**config.mk**
```make
export PLATFORM = sky130hd
export DESIGN_NAME = seg7_scan_decoder
export DESIGN_NICKNAME = d
export VERILOG_FILES = /design/src/rtl/seg7_scan_decoder.sv
export SDC_FILE = /design/constraint.sdc
export NUM_CORES = 1
export LEC_CHECK = 0
export BUFFER_PORTS_ARGS = -buffer_cell sky130_fd_sc_hd__buf_2
export CAP_MARGIN = 10
export CELL_PAD_IN_SITES_DETAIL_PLACEMENT = 1
export CELL_PAD_IN_SITES_GLOBAL_PLACEMENT = 2
export CORE_UTILIZATION = 39
export DETAILED_ROUTE_END_ITERATION = 7
export PLACE_DENSITY_LB_ADDON = 0.1
export SETUP_SLACK_MARGIN = 0.15
export SYNTH_ARGS = -nofsm -noshare
export SYNTH_HDL_FRONTEND = slang
export SYNTH_SLANG_ARGS = --single-unit
export TNS_END_PERCENT = 100
```
**constraint.sdc**
```tcl
create_clock -name clk -period 3.84 [get_ports clk]
set_clock_uncertainty 0.05 [all_clocks]
set_input_delay 0.768 -clock clk [delete_from_list [all_inputs] [get_ports clk]]
set_output_delay 0.768 -clock clk [all_outputs]
set_load 0.005 [all_outputs]
```
**src/rtl/seg7_scan_decoder.sv**
```systemverilog
// -----------------------------------------------------------------------------
// seg7_scan_decoder
//
// Receive side of the multiplexed 7-segment display link. The block samples
// the anode-select and segment lines of a scan driver and rebuilds the hex
// value shown on every digit. It serves as an on-chip loopback monitor and as
// the checker in driver benches.
//
// Line conventions: anodes are active-low one-hot. Segments are active-low in
// the bit order {a,b,c,d,e,f,g}, with segment a at bit 6.
//
// Optional feature: define SEG7_DECODER_DP_EN to add the decimal-point input
// dp_in and the per-digit output dp_out.
//
// Parameters
//   NUM_DIGITS     number of multiplexed digits (anode width)
//   SETTLE_CYCLES  consecutive stable synchronized cycles before a capture
//                  (1..255)
//
// Ports
//   clk               in   system clock, rising edge
//   reset             in   asynchronous active-low reset
//   anode_in          in   anode lines from the driver, active-low
//   seg_in            in   segment lines from the driver, active-low {a..g}
//   dp_in             in   decimal point, active-low (SEG7_DECODER_DP_EN only)
//   err_clr           in   synchronous clear of both sticky error flags
//   digit_out         out  decoded nibbles; digit k at [4k+3:4k]
//   digit_valid       out  bit k: last capture of digit k was a legal glyph
//   blank_mask        out  bit k: last capture of digit k was all-off
//   frame_done        out  one-cycle pulse once every digit has been captured
//   seg_error         out  sticky: an illegal glyph was captured
//   multi_anode_error out  sticky: several anodes were low and stable
//   dp_out            out  decimal point per digit (SEG7_DECODER_DP_EN only)
// -----------------------------------------------------------------------------
module seg7_scan_decoder #(
   parameter int NUM_DIGITS    = 4,
   parameter int SETTLE_CYCLES = 4
) (
   input  logic                    clk,
   input  logic                    reset,
   input  logic [NUM_DIGITS-1:0]   anode_in,
   input  logic [6:0]              seg_in,
`ifdef SEG7_DECODER_DP_EN
   input  logic                    dp_in,
`endif
   input  logic                    err_clr,
   output logic [4*NUM_DIGITS-1:0] digit_out,
   output logic [NUM_DIGITS-1:0]   digit_valid,
   output logic [NUM_DIGITS-1:0]   blank_mask,
   output logic                    frame_done,
   output logic                    seg_error,
`ifdef SEG7_DECODER_DP_EN
   output logic                    multi_anode_error,
   output logic [NUM_DIGITS-1:0]   dp_out
`else
   output logic                    multi_anode_error
`endif
);

   localparam int IDX_W = (NUM_DIGITS > 1) ? $clog2(NUM_DIGITS) : 1;
   localparam logic [7:0] SETTLE_C = 8'(SETTLE_CYCLES);

   // The symbol is the group of lines that must stay stable before a capture.
   // The decimal point belongs to it when the feature is enabled.
`ifdef SEG7_DECODER_DP_EN
   localparam int SYM_W = 8;
`else
   localparam int SYM_W = 7;
`endif

   typedef enum logic [1:0] {
      ST_IDLE   = 2'd0,
      ST_SETTLE = 2'd1,
      ST_HOLD   = 2'd2
   } state_e;

   // Glyph lookup. The result is {legal, blank, nibble}.
   function automatic logic [5:0] glyph_decode(input logic [6:0] seg);
      logic [5:0] res;
      case (seg)
         7'h01:   res = {2'b10, 4'h0};
         7'h4F:   res = {2'b10, 4'h1};
         7'h12:   res = {2'b10, 4'h2};
         7'h06:   res = {2'b10, 4'h3};
         7'h4C:   res = {2'b10, 4'h4};
         7'h24:   res = {2'b10, 4'h5};
         7'h20:   res = {2'b10, 4'h6};
         7'h0F:   res = {2'b10, 4'h7};
         7'h00:   res = {2'b10, 4'h8};
         7'h04:   res = {2'b10, 4'h9};
         7'h08:   res = {2'b10, 4'hA};
         7'h60:   res = {2'b10, 4'hB};
         7'h31:   res = {2'b10, 4'hC};
         7'h42:   res = {2'b10, 4'hD};
         7'h30:   res = {2'b10, 4'hE};
         7'h38:   res = {2'b10, 4'hF};
         7'h7F:   res = {2'b01, 4'h0};
         default: res = 6'b00_0000;
      endcase
      return res;
   endfunction

   // Returns the index of the low anode. Only meaningful when exactly one
   // anode is low.
   function automatic logic [IDX_W-1:0] low_index(input logic [NUM_DIGITS-1:0] an);
      logic [IDX_W-1:0] idx;
      idx = {IDX_W{1'b0}};
      for (int i = NUM_DIGITS - 1; i >= 0; i--) begin
         idx = an[i] ? idx : IDX_W'(i);
      end
      return idx;
   endfunction

   // Synchronizers and previous-cycle copies
   logic [NUM_DIGITS-1:0]   an_s1_q, an_s2_q, an_prev_q;
   logic [SYM_W-1:0]        sym_s1_q, sym_s2_q, sym_prev_q;
   logic [SYM_W-1:0]        sym_raw_s;

   // FSM
   state_e                  state_q, state_d;
   logic [7:0]              cnt_q, cnt_d;
   logic                    multi_rep_q, multi_rep_d;

   // Decoded conditions on the synchronized lines
   logic                    one_hot_s, multi_s, an_stable_s, sym_stable_s;
   logic [IDX_W-1:0]        low_idx_s;
   logic                    capture_s, multi_set_s;

   // Capture pipeline stage
   logic                    cap_vld_q;
   logic [IDX_W-1:0]        cap_idx_q;
   logic [SYM_W-1:0]        cap_sym_q;

   // Output registers
   logic [4*NUM_DIGITS-1:0] digit_q, digit_d;
   logic [NUM_DIGITS-1:0]   valid_q, valid_d;
   logic [NUM_DIGITS-1:0]   blank_q, blank_d;
   logic [NUM_DIGITS-1:0]   mask_q, mask_d;
   logic                    frame_q, frame_d;
   logic                    seg_err_q, seg_err_d;
   logic                    multi_err_q, multi_err_d;
   logic                    mask_full_s, seg_err_set_s;
   logic [5:0]              glyph_s;
`ifdef SEG7_DECODER_DP_EN
   logic [NUM_DIGITS-1:0]   dp_q, dp_d;

   assign sym_raw_s = {dp_in, seg_in};
`else
   assign sym_raw_s = seg_in;
`endif

   // Two-flop synchronizers, plus a copy of last cycle's synced values for the stability check
   always_ff @(posedge clk or negedge reset) begin
      if (!reset) begin
         an_s1_q    <= {NUM_DIGITS{1'b1}};
         an_s2_q    <= {NUM_DIGITS{1'b1}};
         an_prev_q  <= {NUM_DIGITS{1'b1}};
         sym_s1_q   <= {SYM_W{1'b1}};
         sym_s2_q   <= {SYM_W{1'b1}};
         sym_prev_q <= {SYM_W{1'b1}};
      end else begin
         an_s1_q    <= anode_in;
         an_s2_q    <= an_s1_q;
         an_prev_q  <= an_s2_q;
         sym_s1_q   <= sym_raw_s;
         sym_s2_q   <= sym_s1_q;
         sym_prev_q <= sym_s2_q;
      end
   end

   // Classify the synchronized anode pattern and detect changes
   always_comb begin
      one_hot_s    = ($countones(~an_s2_q) == 32'd1);
      multi_s      = ($countones(~an_s2_q) > 32'd1);
      an_stable_s  = (an_s2_q == an_prev_q);
      sym_stable_s = (sym_s2_q == sym_prev_q);
      low_idx_s    = low_index(an_s2_q);
   end

   // FSM state register
   always_ff @(posedge clk or negedge reset) begin
      if (!reset) begin
         state_q     <= ST_IDLE;
         cnt_q       <= 8'd0;
         multi_rep_q <= 1'b0;
      end else begin
         state_q     <= state_d;
         cnt_q       <= cnt_d;
         multi_rep_q <= multi_rep_d;
      end
   end

   // FSM next state. An anode change restarts the process from the new anode
   // pattern: SETTLE for one-hot, otherwise IDLE. The counter tracks how long a
   // multi-anode pattern has been stable while in IDLE.
   always_comb begin
      state_d     = state_q;
      cnt_d       = cnt_q;
      multi_rep_d = multi_rep_q;
      case (state_q)
         ST_IDLE: begin
            if (!an_stable_s || one_hot_s) begin
               multi_rep_d = 1'b0;
               if (one_hot_s) begin
                  state_d = ST_SETTLE;
                  cnt_d   = 8'd1;
               end else if (multi_s) begin
                  cnt_d = 8'd1;
               end else begin
                  cnt_d = 8'd0;
               end
            end else if (multi_s) begin
               // Hold at the threshold; the flag is raised only once per episode
               if (cnt_q == SETTLE_C) begin
                  multi_rep_d = 1'b1;
               end else begin
                  cnt_d = cnt_q + 8'd1;
               end
            end else begin
               cnt_d       = 8'd0;
               multi_rep_d = 1'b0;
            end
         end
         ST_SETTLE, ST_HOLD: begin
            if (!an_stable_s) begin
               multi_rep_d = 1'b0;
               if (one_hot_s) begin
                  state_d = ST_SETTLE;
                  cnt_d   = 8'd1;
               end else begin
                  state_d = ST_IDLE;
                  cnt_d   = multi_s ? 8'd1 : 8'd0;
               end
            end else if (!sym_stable_s) begin
               state_d = ST_SETTLE;
               cnt_d   = 8'd1;
            end else if (state_q == ST_SETTLE) begin
               if (cnt_q == SETTLE_C) begin
                  state_d = ST_HOLD;
               end else begin
                  cnt_d = cnt_q + 8'd1;
               end
            end else begin
               state_d = ST_HOLD;
            end
         end
         default: begin
            state_d     = ST_IDLE;
            cnt_d       = 8'd0;
            multi_rep_d = 1'b0;
         end
      endcase
   end

   // FSM outputs: capture request and multi-anode error request
   always_comb begin
      capture_s   = (state_q == ST_SETTLE) && an_stable_s && sym_stable_s &&
                    (cnt_q == SETTLE_C);
      multi_set_s = (state_q == ST_IDLE) && multi_s && an_stable_s &&
                    (cnt_q == SETTLE_C) && !multi_rep_q;
   end

   // Capture stage: latch the digit index and symbol to apply on the next edge
   always_ff @(posedge clk or negedge reset) begin
      if (!reset) begin
         cap_vld_q <= 1'b0;
         cap_idx_q <= {IDX_W{1'b0}};
         cap_sym_q <= {SYM_W{1'b0}};
      end else begin
         cap_vld_q <= capture_s;
         cap_idx_q <= low_idx_s;
         cap_sym_q <= sym_s2_q;
      end
   end

   // Output update: decode the captured symbol, maintain the frame mask and the sticky flags
   always_comb begin
      digit_d       = digit_q;
      valid_d       = valid_q;
      blank_d       = blank_q;
      mask_full_s   = &mask_q;
      // A completed mask empties on the pulse edge; a capture on that edge
      // immediately starts the next frame.
      mask_d        = mask_full_s ? {NUM_DIGITS{1'b0}} : mask_q;
      frame_d       = mask_full_s;
      seg_err_set_s = 1'b0;
      glyph_s       = glyph_decode(cap_sym_q[6:0]);
`ifdef SEG7_DECODER_DP_EN
      dp_d          = dp_q;
`endif
      if (cap_vld_q) begin
         mask_d[cap_idx_q] = 1'b1;
`ifdef SEG7_DECODER_DP_EN
         dp_d[cap_idx_q]   = ~cap_sym_q[7];
`endif
         if (glyph_s[5]) begin
            digit_d[{cap_idx_q, 2'b00} +: 4] = glyph_s[3:0];
            valid_d[cap_idx_q] = 1'b1;
            blank_d[cap_idx_q] = 1'b0;
         end else if (glyph_s[4]) begin
            valid_d[cap_idx_q] = 1'b0;
            blank_d[cap_idx_q] = 1'b1;
         end else begin
            valid_d[cap_idx_q] = 1'b0;
            blank_d[cap_idx_q] = 1'b0;
            seg_err_set_s      = 1'b1;
         end
      end else begin
         seg_err_set_s = 1'b0;
      end

      // A set in the same cycle as err_clr takes priority over the clear
      if (seg_err_set_s) begin
         seg_err_d = 1'b1;
      end else if (err_clr) begin
         seg_err_d = 1'b0;
      end else begin
         seg_err_d = seg_err_q;
      end

      if (multi_set_s) begin
         multi_err_d = 1'b1;
      end else if (err_clr) begin
         multi_err_d = 1'b0;
      end else begin
         multi_err_d = multi_err_q;
      end
   end

   // Output registers
   always_ff @(posedge clk or negedge reset) begin
      if (!reset) begin
         digit_q     <= {(4*NUM_DIGITS){1'b0}};
         valid_q     <= {NUM_DIGITS{1'b0}};
         blank_q     <= {NUM_DIGITS{1'b0}};
         mask_q      <= {NUM_DIGITS{1'b0}};
         frame_q     <= 1'b0;
         seg_err_q   <= 1'b0;
         multi_err_q <= 1'b0;
`ifdef SEG7_DECODER_DP_EN
         dp_q        <= {NUM_DIGITS{1'b0}};
`endif
      end else begin
         digit_q     <= digit_d;
         valid_q     <= valid_d;
         blank_q     <= blank_d;
         mask_q      <= mask_d;
         frame_q     <= frame_d;
         seg_err_q   <= seg_err_d;
         multi_err_q <= multi_err_d;
`ifdef SEG7_DECODER_DP_EN
         dp_q        <= dp_d;
`endif
      end
   end

   assign digit_out         = digit_q;
   assign digit_valid       = valid_q;
   assign blank_mask        = blank_q;
   assign frame_done        = frame_q;
   assign seg_error         = seg_err_q;
   assign multi_anode_error = multi_err_q;
`ifdef SEG7_DECODER_DP_EN
   assign dp_out            = dp_q;
`endif

endmodule

```
== After elaboration in Yosys (flattened, before gate mapping) ==
Index checks and enable logic that the tools add are counted.
Storage, ports and cells
  output and inout bits: 27
  bits of input ports: 14
  logic and storage cells: 125
  flip-flop bits (word level): 85
Cells by class
  add/subtract/negate cells: 5
  equality and inequality tests: 28
  shift-type cells: 2
  magnitude comparators: 3
  multiplexer cells: 41
  bitwise logic cells: 7
  reduce and logical (&&, ||, !) cells: 20
Operators by type and width (number)
  6-bit case mux with 17 select lines: 1
  8-bit 2-to-1 mux: 6
  7-bit by 6-bit equality test with 1-bit output (second input constant): 5
  7-bit equality test (second input constant): 5
  32-bit by 1-bit equality test with 1-bit output (second input constant): 1
  2-bit 2-to-1 mux: 10
  4-bit 2-to-1 mux: 5
  16-bit bitwise mux: 1
  8-bit case mux with 2 select lines: 1
  4-bit by 6-bit variable shift with 16-bit output (first input constant): 1
  4-bit by 6-bit indexed part select with 16-bit output: 1
  7-bit by 3-bit equality test with 1-bit output (second input constant): 2
  7-bit by 4-bit equality test with 1-bit output (second input constant): 2
  1-bit 2-to-1 mux: 14
  4-bit OR: 3
  8-bit by 1-bit adder with 8-bit output (second input constant): 1
  4-bit bitwise AND: 2
  8-bit by 3-bit equality test with 1-bit output (second input constant): 1
  1-bit logical AND: 8
  4-bit != test (second input constant): 2
  4-bit inverter: 2
  7-bit by 1-bit equality test with 1-bit output (second input constant): 1
  7-bit by 5-bit equality test with 1-bit output (second input constant): 1
  7-bit equality test: 1
  23 further kinds: 29

== Longest topological paths before layout ==
Gate-level depths: netlist (run 1).
  depth after elaboration: 9
  gate-level depth with buffers: 11
  gate-level depth less buffers: 10

== Worst setup path after synthesis (run 1) ==
No wires, ideal clock.
  path kind: reg2reg
  start point: reg an_s2_q[1]
  end point: reg cnt_q[3]
  required time: 3.653 ns
  setup time: 0.137 ns
  slack: 0.842 ns
  data arrival time: 2.811 ns
  cell stages (with the launch flop): 12
  buffers on the path: 1
  period minus slack after synthesis: 2.998 ns
  path through: dfstp_2 > fa_1 > inv_1 > ha_1 > inv_1 > ha_1 > or3b_2 > and3b_1 > and2_1 > buf_2 > o21ai_1 > o211ai_1
On the way
  longest elaborated chain between the ends: 7
  elaborated cells between the ends (all ways): 13
  those cells by class: add/sub: 2; order compare: 1; eq/ne: 3; mux: 4; bitwise: 1; reduce/logical: 2
Ends and longest elaborated chain
  from (decl): RTL line 115  | logic [NUM_DIGITS-1:0] an_s1_q, an_s2_q, an_prev_q;
  from (signal assigned): RTL line 156  | an_s2_q <= {NUM_DIGITS{1'b1}};
  from (signal assigned): RTL line 163  | an_s2_q <= an_s1_q;
  4-bit inverter: RTL line 173, 174
  1-bit by 1-bit adder with 2-bit output (implied by the code): RTL line 173, 174
  2-bit by 2-bit adder with 3-bit output (implied by the code): RTL line 173, 174
  3-bit by 1-bit greater-than comparator with 1-bit output or 32-bit by 1-bit equality test with 1-bit output (tied branches): RTL line 174, 173
  8-bit 2-to-1 mux or 1-bit logical OR (tied branches): RTL line 212, 202
  8-bit 2-to-1 mux: RTL line 202  | if (!an_stable_s || one_hot_s) begin
  8-bit case mux with 2 select lines: RTL line 200  | case (state_q)
  to (signal assigned): RTL line 188  | cnt_q <= cnt_d;
  to (decl): RTL line 121  | logic [7:0] cnt_q, cnt_d;
Several ways; a longest one is shown, not always the timed one.
A chain may end at the register's enable or synchronous reset.

== Final worst setup path (run 1) ==
  start point: reg an_s2_q[1]
  end point: reg cnt_q[6]
Same word-level chain as after synthesis.

==> reports/qor.csv, run 1 <==
stage,metric,value,unit
sta,transition time at the pin with the least slew margin,1050,ps
cts,cells resized by post-CTS repair,0,
cts,CTS max path bufs,2,
synth,dominant register cell in the synthesized netlist,dfrtp_1,
finish,final net count,439,
finish,layout cell share with drive strength beyond 1,0.272,
critical_path,startpoint type of the worst setup path,flip-flop,
drt,DRC,0,
synth,synth unique cells,59,
pwr,"IR drop worst, VDD",0.205,mV
global_route,largest net degree at the start of global routing,86,
floorplan,starting density of the core,0.400,
finish,Diodes inserted,0,
synth,top cells by instance count after synthesis,"dfrtp_1, nand2_1, dfstp_2",
sta,final number of max-transition violations,0,
cts,clock root buffer,clkbuf_8,
global_route,number of global-route vias before repair,2893,
run_status,status,completed,
placement,Placed Instances,532,
critical_path,standard cell with the maximum stage delay on the critical path,dfstp_2,
critical_path,required time of the critical path,4030,ps
pwr,P_leak,1.98,nW
drt,per-cell routed wire length,15.4,um
pwr,power per standard cell area,393,nW/um^2
cts,number of levels in the clock H-tree,3,
synth,Synth top area share,0.316,
cts,clk sink count,85,
run,max-cap check violation count,0,
drt,DR iter-0 viols,96,
drt,total wirelength of the detailed-routed design,8450,um
critical_path,endpoint type of the worst setup path,flip-flop,
synth,"flops & latches, synth",85,
synth,mean area per synthesized cell,11.2,sq um
cts,number of buffers added for setup after CTS,0,
cts,hold bufs inserted after CTS,0,
drt,first drt pass iteration count,4,
drt,vias per cell,5.08,
cts,total CTS buffers,9,
cts,Clock Pin Slew Worst Setup and Hold Paths,100,ps
drt,Met1 Routed Length,4210,um
placement,HPWL reported at the end of detailed placement,6000,um
min_path,HP Class,flip-flop to flip-flop,
synth,compound-cell area share of the yosys netlist,0.135,
synth,library cell with the highest instance count after synthesis,dfrtp_1,
global_route,GR Overflow Total,0,
critical_path,crit path kind,flip-flop to flip-flop,
finish,post-layout instance count excluding filler cells,548,
drt,Vias,2782,
placement,global placer's final weighted congestion,0.745,
critical_path,Worst EP arrival,3440,ps
sta,total of endpoints with negative setup slack in the final report,0,
sta,normalized max-slew margin,0.302,
synth,combinational family with the most area after synthesis,simple AND/OR/NAND/NOR gates,
floorplan,overall die width,105,um
synth,fraction of registers with async set or reset after synthesis,1.00,
placement,IO Port Bufs,40,
critical_path,cells traversed along the worst timing path,fa_1 > inv_1 > ha_1 > inv_1 > ha_1 > or3b_2 > and3b_1 > and2_1 > o21ai_1 > o211ai_1,
synth,synth top area cells,"dfrtp_1, dfstp_2, ha_1",
finish,area delta synth->final,12.6,%
cts,CTS tree,yes,
critical_path,critical path buffer and inverter count,2,
sta,fin crit period,3250,ps
synth,dominant cell type by area after synthesis,dfrtp_1,
floorplan,# rows,37,
synth,Yosys Warn Count,0,
critical_path,cell family with most CP delay,simple AND/OR/NAND/NOR gates,
drt,highest metal used,met4,
cts,clock insertion delay at the later pin of the skew report,360,ps
floorplan,count of pins on the block boundary,41,
sta,maximum frequency from static timing analysis,308,MHz
global_route,initial antenna violation count,0,
synth,number of flops mapped to enable cells by yosys,0,
drt,routed wl met2,3830,um
sta,unrepaired setup endpoints after global routing,no,
synth,Adder-Cell Fraction of Synth Area,0.0566,
global_route,global-route total usage across every layer,0.172,
synth,simple-gate area share of the yosys netlist,0.159,
synth,sequential share of the synthesized area,0.527,
floorplan,Die Height,105,um
floorplan,core footprint,10300,sq um
drt,met3 routed wirelength,264,um
floorplan,Total Die Area,11000,sq um
sta,final sum of negative setup slack,0,ps
synth,"Net Count, Synth",399,
synth,post-synthesis xor/xnor area fraction,0.0298,
sta,final worst path period share,0.845,
synth,Syn Inst Count,367,
synth,share of cell area taken by muxes after synthesis,0.0502,
critical_path,largest fanout on the critical path,9,
sta,final hold violation count,0,
critical_path,delay of the slowest cell on the worst path,590,ps
synth,Post-Syn Area,4110,sq um
finish,fillers,1159,
global_route,wire length of the first global-routing pass,14800,um
drt,number of nets still failing antenna checks after routing,0,
[final cells by class]
type	instances	area, sq um	share of cell area
clock buffer	9	124	0.0267
timing repair buffer	41	210	0.0454
sequential	85	2170	0.468
clock inverter	7	81.3	0.0176
multi-input combinational	241	1770	0.382
tap	136	170	0.0367
inverter	29	109	0.0235
[worst reg2reg max path, stage by stage (launching register included)]
cell      delay, ps
dfstp_2         590
fa_1            420
inv_1            70
ha_1            160
inv_1            50
ha_1            250
or3b_2          520
and3b_1         210
and2_1          280
o21ai_1         390
o211ai_1        160
[layout by cell type (no fill, tap or decap), drive strengths merged, types with 4 or more instances in the layout]
cell type and instances:
a31oi 5, inv 31, and3b 4, mux2i 15, o31a 5, ha 17
or3 5, nor3b 7, o21ai 28, o2111ai 5, clkinv 5, nand4 6
and2 4, dfstp 33, mux2 4, nand2 43, nand3 6, dfrtp 52
xor2 13, buf 41, nor2 9, o211ai 9, nor3 7, clkbuf 9
a21oi 6, or2 4
[cell families after synthesis]
logic type / Yosys count
flops: 85
mux: 19
fa+ha+maj: 18
xor+xnor: 14
buf+inv: 41
simple gates: 115
compound gates: 75
[sequential cells by signal, summed over array words and instances (netlist names), 4 cells and up, named ones only]
name,cells
an_prev_q,4
an_s1_q,4
an_s2_q,4
cap_sym_q,7
cnt_q,8
digit_out,16
mask_q,4
sym_prev_q,7
sym_s1_q,7
sym_s2_q,7
[path summary, 6_finish.rpt]
kind,slack [ps],from,endpoint,cells past startpoint
hold reg to reg,310,an_s1_q[1],an_s2_q[1],0
max in group asynchronous,2530,reset,cap_sym_q[4],1
hold / removal,310,an_s1_q[1],an_s2_q[1],0
min in group asynchronous,500,reset,digit_out[4],1
setup / recovery,590,an_s2_q[1],cnt_q[6],10
setup reg to reg,590,an_s2_q[1],cnt_q[6],10
[stage by stage]
step / power (mW) / utilization / worst slack [ps] / hold slack (ps) / area, sq um
5_1_grt: 1.93 / 0.451 / 384 / 315 / 4630
4_1_cts: 1.85 / 0.451 / 548 / 312 / 4630
6_report: 1.82 / 0.451 / 595 / 310 / 4630
3_3_place_gp: 1.20 / 0.431 / 648 / 296 / 4430
2_1_floorplan: 1.13 / - / 842 / 295 / 4110
3_5_place_dp: 1.21 / 0.431 / 571 / 297 / 4430
[where the power goes]
group          switching, mW  internal [mW]  total [mW]
clock network          0.372          0.258       0.630
logic                  0.115         0.0855       0.200
registers             0.0445          0.943       0.987
[routing by layer]
| metal | global-route usage | vias up |
|---|---|---|
| li1 | - | 1375 |
| met1 | 0.233 | 1348 |
| met2 | 0.267 | 47 |
| met3 | 0.0399 | 12 |
| met4 | 0.0634 | 0 |
| met5 | 0 | - |
Note: power is estimated with default switching activity, not from simulation.
==> inputs of run 2 (changes only) <==
- CORE_UTILIZATION: 39 -> 35
- clock period: 3.84 -> 2.75 ns (I/O delays scaled with it)
==> run 2 against run 1 <==
Compared with the run above:
- die area is 11% higher
- critical path depth stayed put
- combinational power rose by 70%
- total power increased by 62%
- hold slack got worse by 220 ps
- non-clock buffer count rose by 14
- cell area grew 6.5%
- wire length rose by 9.8%
- first-iteration DRC count up 20%
- core utilization is 1.9 points lower
- critical path type unchanged
- largest cell class unchanged
==> reports/qor.csv, run 2 (synthesized netlist as in run 1, its figures left out) <==
stage,metric,value,unit
critical_path,standard cell with the maximum stage delay on the critical path,dfstp_2,
critical_path,required time of the critical path,2910,ps
cts,CTS max path bufs,2,
placement,global placer's final weighted congestion,0.733,
global_route,largest net degree at the start of global routing,37,
finish,register area,2170,sq um
floorplan,# rows,39,
drt,total wirelength of the detailed-routed design,9270,um
finish,Diodes inserted,0,
drt,DRC,0,
critical_path,startpoint type of the worst setup path,flip-flop,
finish,post-layout instance count excluding filler cells,570,
sta,fin crit period,2740,ps
critical_path,Worst R2R End,cnt_q[3],
placement,Placed Instances,551,
placement,IO Port Bufs,40,
cts,clk sink count,85,
global_route,wire length of the first global-routing pass,15200,um
pwr,P_leak,2.11,nW
critical_path,minimum setup slack among reg-to-reg paths,10,ps
sta,final hold violation count,0,
critical_path,Worst Reg-to-Reg Cells,10,
pwr,power per standard cell area,596,nW/um^2
global_route,initial antenna violation count,0,
critical_path,largest fanout on the critical path,5,
finish,area used by multi-input combinational logic,1840,sq um
critical_path,cells traversed along the worst timing path,fa_1 > inv_1 > ha_2 > inv_2 > ha_4 > or3b_4 > and3b_2 > and2_4 > o21ai_4 > o211ai_1,
finish,"leading cell type in the layout, fill and taps excluded",dfrtp_1,
cts,hold bufs inserted after CTS,0,
finish,core occupancy in the finished layout,0.432,
sta,total of endpoints with negative setup slack in the final report,0,
placement,HPWL reported at the end of detailed placement,6650,um
drt,first drt pass iteration count,4,
run_status,status,completed,
critical_path,worst setup path startpoint,an_s2_q[3],
critical_path,Worst R2R Start,an_s2_q[3],
finish,most frequent cells in the layout,"dfrtp_1, nand2_1, buf_2",
min_path,HP Class,primary input to async pin,
sta,final number of max-transition violations,0,
finish,layout cell share with drive strength beyond 1,0.326,
global_route,number of global-route vias before repair,2916,
critical_path,delay of the slowest cell on the worst path,540,ps
drt,DR iter-0 viols,115,
drt,per-cell routed wire length,16.3,um
run,max-cap check violation count,0,
sta,transition time at the pin with the least slew margin,746,ps
floorplan,count of pins on the block boundary,41,
drt,number of nets still failing antenna checks after routing,0,
floorplan,starting density of the core,0.360,
critical_path,crit path kind,flip-flop to flip-flop,
cts,CTS tree,yes,
cts,number of levels in the clock H-tree,3,
floorplan,Total Die Area,12200,sq um
sta,maximum frequency from static timing analysis,365,MHz
cts,clock insertion delay at the later pin of the skew report,340,ps
cts,total CTS buffers,9,
finish,final net count,454,
critical_path,endpoint type of the worst setup path,flip-flop,
cts,clock root buffer,clkbuf_16,
cts,Clock Pin Slew Worst Setup and Hold Paths,70,ps
sta,unrepaired setup endpoints after global routing,yes,
finish,flip-flop count of the largest register after layout,16,
critical_path,Worst EP arrival,2890,ps
global_route,global-route total usage across every layer,0.168,
finish,area delta synth->final,19.9,%
global_route,GR Overflow Total,0,
drt,Vias,2892,
sta,normalized max-slew margin,0.501,
drt,vias per cell,5.07,
floorplan,overall die width,110,um
pwr,"IR drop worst, VDD",0.373,mV
floorplan,core footprint,11400,sq um
finish,fillers,1253,
floorplan,Die Height,110,um
sta,final worst path period share,0.995,
run 2: power by group:
| part | internal, mW | switching [mW] | leakage (nW) |
|---|---|---|---|
| clock network | 0.685 | 0.540 | 0.149 |
| logic | 0.152 | 0.188 | 0.913 |
| registers | 1.32 | 0.0540 | 1.05 |
run 2: worst max-delay path by stage:
stage	to	cells past startpoint	slack, ps
2_1_floorplan	cnt_q[1]	11	7
3_3_place_gp	cnt_q[4]	10	-100
3_5_place_dp	cnt_q[3]	10	-200
4_1_cts	cnt_q[3]	10	-50
5_1_grt	cnt_q[3]	10	-80
6_report	cnt_q[3]	10	10
run 2: repair_timing:
| action | in CTS | in global routing |
|---|---|---|
| gates cloned | 1 | 0 |
| gates resized for setup | 5 | 5 |
| pin swaps | 7 | 9 |
| setup buffers | 1 | 1 |
| endpoints found under the setup margin | 10 | 10 |
run 2: worst max-delay path, delay by kind of cell, from the launching register on:
family	cells	cell delay (ps)
adders and majority gates	3	800
buffers and inverters	2	120
AOI/OAI and AO/OA	2	330
and+or+nand+nor	3	780
DFF	1	540
run 2: cell type report:
cell class                 instances  share of cell area
clock inverter                     5             0.00888
tap                              143              0.0363
timing repair buffer              55              0.0673
multi-input combinational        242               0.374
clock buffer                      11              0.0515
sequential                        85               0.440
inverter                          29              0.0221
run 2: per-stage QoR:
step / setup TNS, ps / hold slack (ps) / power (mW) / area (sq um) / setup slack [ps]
2_1_floorplan: 0 / 204 / 1.59 / 4170 / 6.77
3_3_place_gp: -587 / 296 / 1.70 / 4580 / -102
3_5_place_dp: -1140 / 297 / 1.72 / 4580 / -203
4_1_cts: -168 / 89.9 / 2.98 / 4910 / -51.1
5_1_grt: -374 / 111 / 3.08 / 4930 / -79.1
6_report: 0 / 94.1 / 2.94 / 4930 / 12.9
run 2: per-layer routing:
layer,part of all wire,up-vias,global-route usage
li1,-,1408,-
met4,0.016,0,0.0677
met2,0.45,49,0.258
met5,0,-,0
met1,0.51,1423,0.234
met3,0.024,12,0.0300
